**config.mk**
```make
export PLATFORM = sky130hd
export DESIGN_NAME = tim_arbiter
export DESIGN_NICKNAME = d
export VERILOG_FILES = /design/src/rtl/tim_arbiter_wires.sv /design/src/rtl/tim_arbiter_pick.sv /design/src/rtl/tim_arbiter.sv
export SDC_FILE = /design/constraint.sdc
export NUM_CORES = 1
export LEC_CHECK = 0
export CAP_MARGIN = 20
export CELL_PAD_IN_SITES_DETAIL_PLACEMENT = 1
export CELL_PAD_IN_SITES_GLOBAL_PLACEMENT = 2
export CORE_AREA = 2 2 152 154
export CTS_BUF_LIST = sky130_fd_sc_hd__clkbuf_8
export CTS_CLUSTER_SIZE = 16
export DETAILED_ROUTE_END_ITERATION = 10
export DIE_AREA = 0 0 154 156
export PLACE_DENSITY_LB_ADDON = 0.1
export SETUP_SLACK_MARGIN = 0.3
export SLEW_MARGIN = 20
export SYNTH_ARGS = -nofsm -noshare
export SYNTH_HDL_FRONTEND = slang
export SYNTH_SLANG_ARGS = --single-unit
export TNS_END_PERCENT = 50
```
**constraint.sdc**
```tcl
create_clock -name clk -period 1.87 [get_ports clk]
set_clock_uncertainty 0.05 [all_clocks]
set_input_delay 0.4675 -clock clk [delete_from_list [all_inputs] [get_ports clk]]
set_output_delay 0.4675 -clock clk [all_outputs]
set_load 0.01 [all_outputs]
```
**src/rtl/tim_arbiter_wires.sv**
```systemverilog
// Shared types for the TIM refill arbiter: memory request/response
// structs, FSM state encoding and the captured-request record.
package tim_arbiter_wires;

    typedef struct packed {
        logic        mem_valid;
        logic        mem_fence;
        logic        mem_instr;
        logic [31:0] mem_addr;
        logic [31:0] mem_wdata;
        logic [3:0]  mem_wstrb;
    } mem_in_type;

    typedef struct packed {
        logic [31:0] mem_rdata;
        logic        mem_ready;
    } mem_out_type;

    typedef enum logic [1:0] {
        st_idle   = 2'd0,
        st_busy_i = 2'd1,
        st_busy_d = 2'd2
    } arb_state_t;

    typedef struct packed {
        logic        fence;
        logic [31:0] addr;
        logic [31:0] wdata;
        logic [3:0]  wstrb;
    } cap_req_t;

    localparam logic GRANT_IMEM = 1'b0;
    localparam logic GRANT_DMEM = 1'b1;

    function automatic cap_req_t capture_req(input mem_in_type r);
        cap_req_t c;
        c.fence = r.mem_fence;
        c.addr  = r.mem_addr;
        c.wdata = r.mem_wdata;
        c.wstrb = r.mem_wstrb;
        return c;
    endfunction

endpackage

```
**src/rtl/tim_arbiter_pick.sv**
```systemverilog
// Combinational grant selection for the TIM arbiter.
// Build option: TIM_ARBITER_RR_EN -- when defined, a tie goes to the side
// opposite last_grant; otherwise dmem always wins a tie.
// grant is one-hot: bit 0 = imem, bit 1 = dmem.
module tim_arbiter_pick
    import tim_arbiter_wires::*;
(
    input  logic       ivalid,
    input  logic       dvalid,
    input  logic       last_grant,
    output logic [1:0] grant
);

`ifndef TIM_ARBITER_RR_EN
    // last_grant is still tracked by the top but does not steer selection here.
    logic unused_last_grant;
    assign unused_last_grant = last_grant;
`endif

    // Resolve a single winner from the two requesters.
    always_comb begin
        grant = 2'b00;
        if (ivalid && dvalid) begin
`ifdef TIM_ARBITER_RR_EN
            grant = (last_grant == GRANT_DMEM) ? 2'b01 : 2'b10;
`else
            grant = 2'b10;
`endif
        end else if (dvalid) begin
            grant = 2'b10;
        end else if (ivalid) begin
            grant = 2'b01;
        end
    end

endmodule

```
**src/rtl/tim_arbiter.sv**
```systemverilog
// Arbiter sharing one downstream memory port between the instruction-TIM and
// data-TIM refill engines. One transaction outstanding at a time; the
// downstream request is a one-cycle issue pulse with the captured fields held
// until completion. Build option: TIM_ARBITER_RR_EN (see tim_arbiter_pick).
//
// state     | meaning
// ----------+-----------------------------------------------------------
// st_idle   | no transaction; grant on any requester valid
// st_busy_i | imem transaction outstanding; downstream response to imem
// st_busy_d | dmem transaction outstanding; downstream response to dmem
module tim_arbiter
    import tim_arbiter_wires::*;
(
    input  logic        rst,
    input  logic        clk,
    input  mem_in_type  imem_in,
    output mem_out_type imem_out,
    input  mem_in_type  dmem_in,
    output mem_out_type dmem_out,
    output mem_in_type  mem_in,
    input  mem_out_type mem_out
);

    arb_state_t state;
    logic       last_grant;
    logic       issue;
    cap_req_t   cap;
    logic [1:0] grant;

    // Requesters' own mem_instr is replaced by the granted side.
    logic unused_req_instr;
    assign unused_req_instr = imem_in.mem_instr ^ dmem_in.mem_instr;

    tim_arbiter_pick u_pick (
        .ivalid     (imem_in.mem_valid),
        .dvalid     (dmem_in.mem_valid),
        .last_grant (last_grant),
        .grant      (grant)
    );

    // Grant/complete FSM; issue is high only for the first busy cycle.
    always_ff @(posedge clk or negedge rst) begin
        if (!rst) begin
            state      <= st_idle;
            last_grant <= GRANT_IMEM;
            issue      <= 1'b0;
            cap        <= '0;
        end else begin
            case (state)
                st_idle: begin
                    issue <= 1'b0;
                    if (grant[1]) begin
                        state      <= st_busy_d;
                        last_grant <= GRANT_DMEM;
                        issue      <= 1'b1;
                        cap        <= capture_req(dmem_in);
                    end else if (grant[0]) begin
                        state      <= st_busy_i;
                        last_grant <= GRANT_IMEM;
                        issue      <= 1'b1;
                        cap        <= capture_req(imem_in);
                    end
                end
                st_busy_i, st_busy_d: begin
                    issue <= 1'b0;
                    if (mem_out.mem_ready) begin
                        state <= st_idle;
                    end
                end
                default: begin
                    state <= st_idle;
                    issue <= 1'b0;
                end
            endcase
        end
    end

    // Downstream request from registers; response routed only to the owner.
    always_comb begin
        mem_in           = '0;
        mem_in.mem_valid = issue;
        mem_in.mem_fence = cap.fence;
        mem_in.mem_instr = (state == st_busy_i);
        mem_in.mem_addr  = cap.addr;
        mem_in.mem_wdata = cap.wdata;
        mem_in.mem_wstrb = cap.wstrb;
        imem_out         = '0;
        dmem_out         = '0;
        if (state == st_busy_i) begin
            imem_out = mem_out;
        end
        if (state == st_busy_d) begin
            dmem_out = mem_out;
        end
    end

endmodule

```
== After elaboration in Yosys (flattened, before gate mapping) ==
Index checks and enable logic that the tools add are counted.
Storage, ports and cells
  memory bits (read-only): 0
  memories: 0
  output and inout bits: 137
  bits of input ports: 177
  bits in writable memories: 0
  word-level logic and storage cells: 30
  latch bits: 0
  bits in registers: 72
Operators by class
  multipliers: 0
  equality and inequality tests: 4
  muxes and demuxes: 14
  reductions and logical operators: 6
  shift-type cells: 0
  magnitude comparators: 0
  divide/modulo/power cells: 0
  add/subtract/negate cells: 0
  bitwise operators: 0
Operators with widths (count)
  $mux W69: 2
  $mux W33: 2
  $mux W2: 5
  $mux W1: 4
  $pmux W2 S2: 1
  $reduce_and A2 Y1: 2
  $ne A3 B3 Y1 const B: 1
  $eq A2 B1 Y1 const B: 1
  $eq A2 B2 Y1 const B: 1
  $logic_not A2 Y1: 1
  $ne A2 B2 Y1 const B: 1
  $reduce_bool A2 Y1: 1
  $reduce_or A2 Y1: 1
  $logic_and A1 B1 Y1: 1

== Depth between registers and ports, before layout ==
  depth after elaboration: 6
  mapped depth: 8
  mapped depth without buffers: 5

== Cells and area by module ==
A second synthesis with hierarchy kept.
Second synthesis, totals
  cells, all modules: 411
  area total of the unflattened synthesis: 3905.0 um2
Modules (own cells, without submodules)
  tim_arbiter: times used 1, cells each 409, seq. area each 1826.8 um2, area an instance 3895.0 um2
  tim_arbiter_pick: times used 1, cells each 2, seq. area each 0.0 um2, area an instance 10.0 um2

== Least setup slack after synthesis ==
No wires, ideal clock.
  path type: reg-to-output
  from: reg state[1]
  to: out imem_out[10] (netlist bit)
  data required time: 1352 ps
  arrival: 1119 ps
  path buffers: 1
  stages on the path, launching flop included: 5
  slack: 234 ps
  cells stage by stage: dfrtp_1 -> inv_1 -> ha_1 -> clkbuf_1 -> and2_1
RTL lines
  start, declared: line tim_arbiter.sv:24  | arb_state_t state;
  start signal, assigned: line tim_arbiter.sv:44  | state <= st_idle;
  start signal, assigned: line tim_arbiter.sv:53  | state <= st_busy_d;
  start signal, assigned: line tim_arbiter.sv:58  | state <= st_busy_i;
  end, declared: line tim_arbiter.sv:17  | output mem_out_type imem_out,

==> reports/results.txt <==
Max Cap Violations -> 0
max-slew violations -> 0
area grow syn2layout -> 125%
Final #Nets -> 907
wire length per cell -> 19.1 um
cell accounting for the most synthesized area -> dfrtp_1
flop-to-flop setup slack -> 0.25 ns
Hold WS -> 0.0392 ns
GP Congestion -> 0.777
P_leak -> 0.00337 uW
number of DRC markers in iteration 0 -> 107
highest fanout seen on the critical path -> 8
global-route wire length before repair -> 26.8 mm
initial antenna violation count -> 0
synthesis-stage register bit count -> 72
largest net degree at the start of global routing -> 73
H-tree depth reported by CTS -> 3
relative slew slack -> 71.1%
most frequent cells in the layout -> clkdlybuf4s50_1, dfrtp_1, buf_6
CTS tree -> yes
syn_area_per_cell -> 9.34 um2
input/output buffers -> 311
number of global-route vias before repair -> 4490
first drt pass iteration count -> 4
post-layout minimum cycle time -> 2.06 ns
layout cells sized above 1 -> 52.3%
total grt overflow -> 0
final wirelength -> 19.4 mm
endpoint class of the critical path -> primary output
clock-pin transition on the worst setup and hold timing paths -> 0.09 ns
reg2reg end -> mem_in[3]
CP Data Required Time -> 1.35 ns
post-synth top area share -> 48.3%
Finished Cell Area -> 8390 um2
Initial Util -> 16.7%
setup ws final -> -0.195 ns
synth warn -> 0
fillers -> 2458
IO Count -> 314
register share of total power -> 26.1%
PD cells -> 1380 nW/um2
Peak supply drop -> 707 uV
setup slack at placement -> -0.311 ns
Final setup viols -> 67
CP Class -> reg2out
WP data arrival -> 1.55 ns
# rows -> 55
All-Layer GR Usage -> 14.6%
Worst Setup EP -> imem_out[25]
Routed Antenna Nets -> 0
Mapped Cells -> 399
combinational power share -> 63.2%
n_diodes -> 0
CORE AREA -> 22400 um2
final hold viol count -> 0
Synth Cell Area -> 3730 um2
syn nets -> 579
die height -> 156 um
CP startpoint -> state[0]
DRC -> 0
Horiz. Die Dim -> 154 um
most common cell after layout, fill and taps aside -> clkdlybuf4s50_1
clk sinks -> 72
routed vias/inst -> 4.24
RSZ-0062 raised after global routing -> true
worst reg2reg path depth -> 8
Num CTS Buffers -> 9
Util after Layout -> 37.5%
Clock Path Buffers -> 2
Synth cell types -> 21
Register Area -> 1800 um2
top cells by area, synth -> dfrtp_1, and2_1, o22ai_1, a21oi_1, nor2_1
part of the Yosys area used for sequential elements -> 48.3%
sw power -> 4880 uW
violated checks -> negative setup slack
total vias in the final route -> 4313
CTS root buf -> clkbuf_8
dpl cell area -> 7190 um2
status -> finished with violations
Worst-Skew Late Latency -> 0.35 ns
net switching fraction of the power -> 42.3%
clock share of power -> 10.7%
DIE AREA -> 24000 um2
internal power -> 6670 uW
Hold Buf Count CTS -> 0
Multi-input gate area -> 2510 um2
DP Wirelength -> 13.8 mm
crit share post-route -> 110%
Slew @ Worst Pin -> 0.433 ns
Critical R2R Launch -> state[0]
Hold WC Path Type -> in2async
CP startpoint kind -> register
Fmax -> 484 MHz
## synth_stat cells
cell type and count:
a21oi_2 10, o21a_1 1, o22ai_2 10, dfrtp_1 72
nand2_1 1, buf_1 3, buf_8 3, inv_1 4
o32ai_1 3, clkbuf_1 11, nor2b_1 1, buf_4 11
buf_12 2, nand2b_1 2, o22ai_1 57, nor2_1 72
and2_1 66, nand2b_4 1, ha_1 3, buf_2 7
a21oi_1 59
## cell type report
cell class | instances | area share [%]
multi-input combinational | 286 | 30.0
tap | 285 | 4.25
clock inverter | 7 | 0.776
inverter | 4 | 0.179
timing repair buffer | 354 | 41.9
sequential | 72 | 21.5
clock buffer | 9 | 1.48
## power groups by stage
stage / registers (uW) / clock network (uW) / logic [uW]
floorplan: 3040 / 0 / 1950
global placement: 2680 / 0 / 5560
detailed placement: 2720 / 0 / 5620
CTS: 2700 / 1300 / 5580
global route: 3120 / 1390 / 7840
finish: 3020 / 1230 / 7300
## per-layer routing
| layer | vias to the layer above | global-route usage (%) | wire length [um] |
|---|---|---|---|
| li1 | 2060 | - | - |
| met1 | 2112 | 16.8 | 7710 |
| met2 | 130 | 26.5 | 10400 |
| met3 | 11 | 5.25 | 1120 |
| met4 | 0 | 2.67 | 154 |
| met5 | - | 0 | 0 |
## what timing repair did
item                                    in CTS  in global routing
resized for setup                          473                318
pin swaps                                   17                 60
endpoints found under the setup margin     182                180
gates cloned                                 4                  8
hold endpoints to repair                     0                  0
setup buffers                                2                  8
## flip-flops by register name, indices dropped and copies added, names as in the netlist
signal	flops
mem_in	69
issue	1
state	2
## cell families (layout without fill, tap and decap cells)
kind of cell / count (synthesis) / count (layout) / synth area share, %
AOI/OAI and AO/OA: 140 / 140 / 24.1
adders and majority gates: 3 / 3 / 1.01
buffers and inverters: 41 / 374 / 7.25
DFF: 72 / 72 / 48.3
and+or+nand+nor: 143 / 143 / 19.3
## critical path, cell delays in order (launching register included)
cell       delay (ns)
dfrtp_1          0.43
ha_4             0.20
buf_12           0.13
clkbuf_16        0.16
and2_4           0.16
buf_6            0.12
## how the worst min path moves through the flow
| stage | endpoint | slack, ns |
|---|---|---|
| final | mem_in[32] | 0.04 |
| after global routing | mem_in[36] | 0.05 |
| after CTS | mem_in[36] | 0.06 |
| after detailed placement | mem_in[62] | 0.45 |
| after global placement | mem_in[61] | 0.43 |
| after floorplan | issue | 0.12 |
## metrics by stage
step | TNS (ns) | total power [uW] | std cells
2_1_floorplan | 0 | 4990 | 399
3_3_place_gp | -16.23 | 8240 | 979
3_5_place_dp | -17.28 | 8340 | 979
4_1_cts | -10.41 | 9590 | 1001
5_1_grt | -14.47 | 12300 | 1017
6_report | -8.52 | 11600 | 1017
(Power assumes the default switching activity.)
